[config.mk]
export PLATFORM = sky130hd
export DESIGN_NAME = load_store_unit
export DESIGN_NICKNAME = d
export VERILOG_FILES = /design/src/rtl/lsu_pkg.sv /design/src/rtl/lsu_lane_align.sv /design/src/rtl/load_store_unit.sv
export SDC_FILE = /design/constraint.sdc
export NUM_CORES = 1
export LEC_CHECK = 0
export CORE_MARGIN = 1
export CORE_UTILIZATION = 50
export DETAILED_ROUTE_END_ITERATION = 8
export PLACE_DENSITY = 0.81
export SLEW_MARGIN = 40
export SYNTH_ARGS = -nofsm -noshare
export SYNTH_HDL_FRONTEND = slang
export SYNTH_HIERARCHICAL = 1
export SYNTH_SLANG_ARGS = --single-unit
[constraint.sdc]
create_clock -name clk -period 3.2 [get_ports clk]
set_clock_uncertainty 0.15 [all_clocks]
set_input_delay 0.64 -clock clk [delete_from_list [all_inputs] [get_ports clk]]
set_output_delay 0.64 -clock clk [all_outputs]
set_load 0.01 [all_outputs]
[src/rtl/lsu_pkg.sv]
// Shared encodings for the load/store unit.
// Access sizes, fault codes and FSM states.
package lsu_pkg;

    localparam logic [1:0] SIZE_B = 2'b00;
    localparam logic [1:0] SIZE_H = 2'b01;
    localparam logic [1:0] SIZE_W = 2'b10;

    localparam logic [1:0] FAULT_NONE     = 2'b00;
    localparam logic [1:0] FAULT_MISALIGN = 2'b01;
    localparam logic [1:0] FAULT_RANGE    = 2'b10;

    typedef enum logic [1:0] {
        ST_IDLE = 2'b00,
        ST_RD   = 2'b01,
        ST_WR   = 2'b10,
        ST_RESP = 2'b11
    } lsu_state_e;

endpackage

[src/rtl/lsu_lane_align.sv]
// Little-endian lane extract/extend for loads
// and lane merge for sub-word stores.
module lsu_lane_align
    import lsu_pkg::*;
(
    input  logic [1:0]  off_i,
    input  logic [1:0]  size_i,
    input  logic        unsigned_i,
    input  logic [31:0] rdata_i,
    input  logic [31:0] wdata_i,
    output logic [31:0] load_o,
    output logic [31:0] merge_o
);

    logic [7:0]  lane_b;
    logic [15:0] lane_h;

    // Pick the addressed lane, extend it, and splice store data into it.
    always_comb begin
        lane_b  = rdata_i[{off_i, 3'b000} +: 8];
        lane_h  = rdata_i[{off_i[1], 4'b0000} +: 16];
        load_o  = rdata_i;
        merge_o = wdata_i;
        if (size_i == SIZE_B) begin
            load_o  = {{24{lane_b[7] & ~unsigned_i}}, lane_b};
            merge_o = rdata_i;
            merge_o[{off_i, 3'b000} +: 8] = wdata_i[7:0];
        end else if (size_i == SIZE_H) begin
            load_o  = {{16{lane_h[15] & ~unsigned_i}}, lane_h};
            merge_o = rdata_i;
            merge_o[{off_i[1], 4'b0000} +: 16] = wdata_i[15:0];
        end
    end

endmodule

[src/rtl/load_store_unit.sv]
// Load/store unit between EX/MEM and data_memory.
// Word-aligned accesses, sub-word RMW, fault screening.
module load_store_unit #(
    parameter int MEM_WORDS = 64
) (
    input  logic        clk,
    input  logic        rst_n,
    input  logic        req_valid,
    output logic        req_ready,
    input  logic        req_is_store,
    input  logic [1:0]  req_size,
    input  logic        req_unsigned,
    input  logic [31:0] req_addr,
    input  logic [31:0] req_wdata,
    output logic        resp_valid,
    output logic [31:0] load_data,
    output logic [1:0]  fault,
    output logic        mem_read,
    output logic        mem_write,
    output logic [31:0] mem_addr,
    output logic [31:0] mem_wdata,
    input  logic [31:0] mem_rdata
);

    import lsu_pkg::*;

    lsu_state_e  state_q, state_d;
    logic [31:0] addr_q, wdata_q;
    logic [31:0] word_q, word_d;
    logic [31:0] ldata_q, ldata_d;
    logic [1:0]  size_q;
    logic [1:0]  fault_q, fault_d;
    logic        uns_q, store_q;
    logic [1:0]  acc_fault;
    logic        accept;
    logic [31:0] lane_load, lane_merge;

    assign accept = req_valid && (state_q == ST_IDLE);

    // Screen the incoming address; misalignment outranks range.
    always_comb begin
        acc_fault = FAULT_NONE;
        if ((req_size == SIZE_H && req_addr[0]) ||
            (req_size >= SIZE_W && req_addr[1:0] != 2'b00)) begin
            acc_fault = FAULT_MISALIGN;
        end else if (req_addr[31:2] >= 30'(MEM_WORDS)) begin
            acc_fault = FAULT_RANGE;
        end
    end

    lsu_lane_align u_align (
        .off_i      (addr_q[1:0]),
        .size_i     (size_q),
        .unsigned_i (uns_q),
        .rdata_i    (mem_rdata),
        .wdata_i    (wdata_q),
        .load_o     (lane_load),
        .merge_o    (lane_merge)
    );

    // Sequence IDLE -> (RD) -> (WR) -> RESP; faults skip memory.
    always_comb begin
        state_d = state_q;
        word_d  = word_q;
        ldata_d = ldata_q;
        fault_d = fault_q;
        unique case (state_q)
            ST_IDLE: begin
                if (req_valid) begin
                    fault_d = acc_fault;
                    ldata_d = '0;
                    if (acc_fault != FAULT_NONE) begin
                        state_d = ST_RESP;
                    end else if (req_is_store && req_size >= SIZE_W) begin
                        word_d  = req_wdata;
                        state_d = ST_WR;
                    end else begin
                        state_d = ST_RD;
                    end
                end
            end
            ST_RD: begin
                if (store_q) begin
                    word_d  = lane_merge;
                    state_d = ST_WR;
                end else begin
                    ldata_d = lane_load;
                    state_d = ST_RESP;
                end
            end
            ST_WR:   state_d = ST_RESP;
            ST_RESP: state_d = ST_IDLE;
            default: state_d = ST_IDLE;
        endcase
    end

    // State and working registers; reset abandons any access in flight.
    always_ff @(posedge clk or negedge rst_n) begin
        if (!rst_n) begin
            state_q <= ST_IDLE;
            word_q  <= '0;
            ldata_q <= '0;
            fault_q <= FAULT_NONE;
        end else begin
            state_q <= state_d;
            word_q  <= word_d;
            ldata_q <= ldata_d;
            fault_q <= fault_d;
        end
    end

    // Request fields are captured only on acceptance.
    always_ff @(posedge clk or negedge rst_n) begin
        if (!rst_n) begin
            addr_q  <= '0;
            wdata_q <= '0;
            size_q  <= SIZE_B;
            uns_q   <= 1'b0;
            store_q <= 1'b0;
        end else if (accept) begin
            addr_q  <= req_addr;
            wdata_q <= req_wdata;
            size_q  <= req_size;
            uns_q   <= req_unsigned;
            store_q <= req_is_store;
        end
    end

    assign req_ready  = (state_q == ST_IDLE);
    assign resp_valid = (state_q == ST_RESP);
    assign load_data  = resp_valid ? ldata_q : '0;
    assign fault      = resp_valid ? fault_q : FAULT_NONE;
    assign mem_read   = (state_q == ST_RD);
    assign mem_write  = (state_q == ST_WR);
    assign mem_addr   = (mem_read || mem_write) ?
                        {addr_q[31:2], 2'b00} : '0;
    assign mem_wdata  = mem_write ? word_q : '0;

endmodule

---- After elaboration in Yosys (flattened, before gate mapping) ----
Cells that the tools add are included.
storage, ports and cells
  bits in registers ....................... 136
  input bits .............................. 103
  output and inout bits ................... 102
  logic and storage cells ................. 71
cells by class
  add/sub/neg operators ................... 2
  $lt $le $gt $ge ......................... 2
  equal/unequal tests ..................... 10
  shift operators ......................... 6
  multiplexer cells ....................... 25
  bitwise logic cells ..................... 3
  reductions and logical operators ........ 14
operators by type and width
  operator                                                                              count
  32-bit two-way mux                                                                    13
  32-bit case mux with 2 select lines                                                   2
  32-bit bitwise mux                                                                    2
  16-bit by 7-bit variable shift with 32-bit output, first input constant               1
  8-bit by 7-bit variable shift with 32-bit output, first input constant                1
  16-bit by 7-bit indexed part select with 32-bit output                                1
  32-bit by 6-bit indexed part select with 16-bit output                                1
  32-bit by 6-bit indexed part select with 8-bit output                                 1
  8-bit by 7-bit indexed part select with 32-bit output                                 1
  30-bit by 7-bit greater-or-equal comparator with 1-bit output, second input constant  1
  5-bit negation with 7-bit output                                                      2
  2-bit two-way mux                                                                     6
  2-bit case mux with 4 select lines                                                    1
  2-bit by 1-bit equality test with 1-bit output, second input constant                 3
  2-bit inequality test, second input constant                                          3
  2-bit nonzero test                                                                    3
  5-bit AND reduction                                                                   1
  2-bit equality test, second input constant                                            2
  1-bit logical AND                                                                     4
  2-bit zero test                                                                       2
  2-bit by 1-bit inequality test with 1-bit output, second input constant               2
  3-bit AND reduction                                                                   1
  1-bit bitwise AND                                                                     2
  2-bit greater-or-equal comparator, second input constant                              1
  other kinds (4)                                                                       5

---- Depth between registers and ports, before layout ----
  depth in word-level cells ............... 8
  depth in mapped cells ................... 10

---- Cells and area by module ----
Netlist, hierarchy kept.
by module, submodules not included
  module           instances  cells an instance  area an instance (sq um)  seq. area each (sq um)
  load_store_unit  1          470                6203.4                    3403.3
  lsu_lane_align   1          243                1801.7                    0.0

---- Worst setup path after synthesis ----
Ideal clock, no wire load.
  kind .................................... register to register
  start point ............................. register addr_q[1]
  end point ............................... register word_q[10]
  library setup time ...................... 0.125 ns
  arrival time ............................ 2.383 ns
  data required time ...................... 2.925 ns
  slack ................................... 0.543 ns
  stages on the path, launching flop included .. 11
  period minus slack after synthesis ...... 2.657 ns
  path through ............................ dfrtp_1 buf_6 inv_2 buf_6 ha_1 nor3b_1 and3_1 buf_2 a221o_1 mux2_2 mux2_2
on the way
  cells in the longest elaborated chain, start to end .. 7
RTL lines
  element                                                                                                                      line                    RTL
  from (decl)                                                                                                                  load_store_unit.sv:28   logic [31:0] addr_q, wdata_q;
  from (signal assigned)                                                                                                       load_store_unit.sv:121  addr_q <= req_addr;
  5-bit negation with 7-bit output                                                                                             lsu_lane_align.sv:31    merge_o[{off_i[1], 4'b0000} +: 16] = wdata_i[15:0];
  16-bit by 7-bit indexed part select with 32-bit output or 16-bit by 7-bit variable shift with 32-bit output (tied branches)  lsu_lane_align.sv:31
  32-bit bitwise mux                                                                                                           lsu_lane_align.sv:31
  32-bit two-way mux                                                                                                           lsu_lane_align.sv:28    end else if (size_i == SIZE_H) begin
  32-bit two-way mux (*)                                                                                                       lsu_lane_align.sv:24    if (size_i == SIZE_B) begin
  net lane_merge[10]                                                                                                           load_store_unit.sv:36   logic [31:0] lane_load, lane_merge;
  32-bit two-way mux (*)                                                                                                       load_store_unit.sv:83   if (store_q) begin
  32-bit case mux with 2 select lines (*)                                                                                      load_store_unit.sv:67   unique case (state_q)
  to (signal assigned)                                                                                                         load_store_unit.sv:106  word_q <= word_d;
  to (decl)                                                                                                                    load_store_unit.sv:29   logic [31:0] word_q, word_d;
Mark *: on every way through the listed nets, which the timed path passes. The rest lies on a longest branch. The select of a mux whose other input is x is not followed.
A chain may end at the register's enable or synchronous reset.

---- Worst setup path after layout ----
  start point ............................. register state_q[0]
  end point ............................... output mem_wdata[8]
on the way
  cells in the longest elaborated chain, start to end .. 2
RTL lines
  element                 line                    RTL
  from (decl)             load_store_unit.sv:27   lsu_state_e state_q, state_d;
  from (signal assigned)  load_store_unit.sv:105  state_q <= state_d;
  2-bit equality test     load_store_unit.sv:134  assign mem_write = (state_q == ST_WR);
  32-bit two-way mux      load_store_unit.sv:137  assign mem_wdata = mem_write ? word_q : '0;
  to (decl)               load_store_unit.sv:21   output logic [31:0] mem_wdata,
No other way between the ends.

==> metrics list <==
* Worst skew pair latency: 0.42 ns
- Post-detailed-routing wire length: 24.4 mm
* FF-to-FF setup slack: 0.47 ns
* Summed instance area of the synthesized netlist: 8010 um^2
* Synthesized flop and latch total: 136
- The final-report hold violation count came to 0.
* Shortest period the worst path allows: 3.02 ns
- In this run the deepest clock path goes through 2 buffers.
- Setup repair after global routing left no endpoint under its margin.
- Number of synthesized flops with an enable pin: 0
* Level count of the clock H-tree: 4
- Startpoint type of the worst setup path: flop
- Worst R2R Start: addr_q[1]
- Hold crit path type: input pin to asynchronous set/reset pin
* Routed Antenna Nets: 0
- For this block, the initial DRC count from the detailed router was 625.
- The number of antenna violations at the first check in global routing came to 0.
* Crit path cell chain: inv_1 -> ha_1 -> buf_4 -> and2_1 -> clkdlybuf4s50_1
- For this run, the total global-route usage over all layers was measured as 30.7%.
- # nets final: 1,016
* Vias in the first global route: 6,756
* Iteration count of the initial detailed-routing pass: 7
- Ys flop type: dfrtp_1
- The tightest hold path in the finished design has a slack of 0.0954 ns.
* CORE AREA: 15,400 um^2
- Relative max-transition margin: 53.1%
- Total Die Area: 16,500 um^2
- Slowest CP cell: clkdlybuf4s50_1
- P_leak: 0.00457 uW
* Root cell of the clock tree: clkbuf_16
* Synthesis-to-layout area growth: 36.0%
- Number of vias in the routed layout: 6,740
- In this run the worst path has a maximum fanout of 34.
- Final routed DRC violation total: 0
* Summed negative setup slack over all endpoints: 0 ns
- STA classifies the critical path endpoint as a primary output.
- After synthesis, the share of flip-flops with an asynchronous set or reset is 100%.
- Syn Inst Count: 713
- Total placed instance area: 10,200 um^2
- The completed layout was analyzed and its total power is 11,800 uW.
* Largest voltage drop on the vdd net: 0.000669 V
* Post-DR wirelength/cell: 21.6 um
* Transition time at the pin with the least slew margin: 0.700 ns
- Clock buffer count from CTS: 17
- Final Instance Area: 10,900 um^2
* Largest area contributor in the netlist: dfrtp_1
* Outcome: finished, final reports clean
* Total congestion overflow: 0
* Synth warn: 6
- In the routed layout, each cell is associated on average with a via count of 5.98.
* Leading cell type in the layout, fill and taps excluded: clkdlybuf4s50_1
- Die width: 129 um
- CTS tree: yes
- Synthesis instantiated 52 different standard cells from the library.
- The share of the Yosys chip area taken by registers is 42.5%.
* Die Ht: 129 um
- The library cells used most frequently in the layout, excluding fill and tap cells, are clkdlybuf4s50_1, mux2_2, dfrtp_1.
- Row generation in the floorplan step produced 45 rows.
- Fraction of final layout cells with drive strength greater than 1: 24.6%
- The tool flagged a number of max-cap violations equal to 0.
- Port-buffer cells: 202
- 205 I/O pins were placed.
- Diode count: 0
- Crit path required time: 2.41 ns
* Area share of the leading cell type in the synthesized netlist: 42.5%
- A synthesized cell averages 11.2 um^2.
- The max-slew violation count was 0.
- Clock sinks: 136
- Endpoint of the most critical register-to-register path: word_q[14]
- The first global-routing pass estimated 38.3 mm of wire.
* Maximum cell stage delay along the critical path: 0.55 ns
* Top cells by area, synth: dfrtp_1, mux2_2, a22o_1
- For this design the ratio of total power to cell area is 1080 nW/um^2.
- Timing would allow up to 331 MHz.
- Fraction of the cycle the final worst path needs: 94.4%
- Entering global routing, the biggest net connects 69 pins.
* Arrival time worst endpoint: 2.23 ns
- Clock-pin slew was measured on the worst setup and hold paths at 0.06 ns.
- The initial utilization of the core area, before any placement, comes to 51.9%.
- At the end of the flow the core is filled with cells to 70.6%.
- At the end of routability-driven placement, the weighted congestion stood at 0.895.
- Summed over all nets, the half-perimeter wirelength after detailed placement is 17.6 mm.
- For the worst flop-to-flop path, the logic depth is 7.
- Setup violations remaining at the end of the flow were counted as 0.
- By startpoint and endpoint, the worst setup path is classified as flop to primary output.
## worst max-delay path: cells and delay by family (launching register included)
family	cells	cell delay (ns)
fa+ha+maj	1	0.18
buf+inv	3	0.99
flops	1	0.42
simple gates	1	0.19
## synthesized netlist by cell type, types with 5 or more instances
library cell / n
buf_6: 5
a32oi_1: 7
buf_1: 5
mux2i_1: 16
a211o_1: 8
ha_1: 9
a22o_1: 70
o221a_2: 7
o21ai_0: 20
and2_1: 97
dfrtp_1: 136
o211ai_1: 7
a221o_1: 16
mux2_2: 140
inv_1: 5
buf_2: 14
nand2_1: 44
nor2_1: 17
buf_4: 7
nor4_1: 6
clkbuf_1: 27
## layer usage
| metal | up-vias | share of wire [%] | global-route usage (%) |
|---|---|---|---|
| met5 | - | 0 | 0 |
| met3 | 52 | 7.6 | 6.69 |
| li1 | 3006 | - | - |
| met2 | 329 | 47 | 47.9 |
| met1 | 3353 | 43 | 42.0 |
| met4 | 0 | 2.5 | 11.0 |
## cell families after synthesis
group	synth area share [%]
and+or+nand+nor	14.0
muxes	22.5
other	0.0468
buffers and inverters	4.02
AOI/OAI and AO/OA	15.5
DFF	42.5
adders and majority gates	1.41
## power breakdown
part           switching, uW  internal (uW)
clock network            780           1330
registers                654           2570
logic                   2950           3510
total                   4380           7400
## registers in the layout, summed over array words and instances, names as in the netlist, 2 cells and up
signal	flops
state_q	2
fault_q	2
word_q	32
size_q	2
addr_q	32
ldata_q	32
wdata_q	32
## through the flow
step | setup slack, ns | cells
after CTS | 0.0907 | 1128
after detailed placement | 0.229 | 1096
after global routing | 0.0629 | 1128
after floorplan | 0.543 | 714
after global placement | 0.274 | 1096
final | 0.181 | 1128
## worst max-delay path by stage
| stage | cells past startpoint | end | start |
|---|---|---|---|
| 5_1_grt | 5 | mem_wdata[19] | state_q[0] |
| 4_1_cts | 4 | mem_addr[19] | state_q[1] |
| 3_5_place_dp | 7 | word_q[22] | req_addr[8] |
| 2_1_floorplan | 10 | word_q[10] | addr_q[1] |
| 3_3_place_gp | 7 | word_q[22] | req_addr[8] |
| 6_report | 5 | mem_wdata[8] | state_q[0] |
## area by class of cell
class	count	area [um^2]
clock buffer	18	439
tap	211	264
inverter	6	22.5
sequential	136	3400
timing repair buffer	229	2260
multi-input combinational	514	4300
clock inverter	14	198
fill	1146	4540
## timing repair
item / CTS / global route
endpoints found under the setup margin: 30 / 30
hold buffers: 0 / 0
setup buffers: 0 / 0
gates resized for setup: 1 / 1
Note: power is estimated with default switching activity, not from simulation.
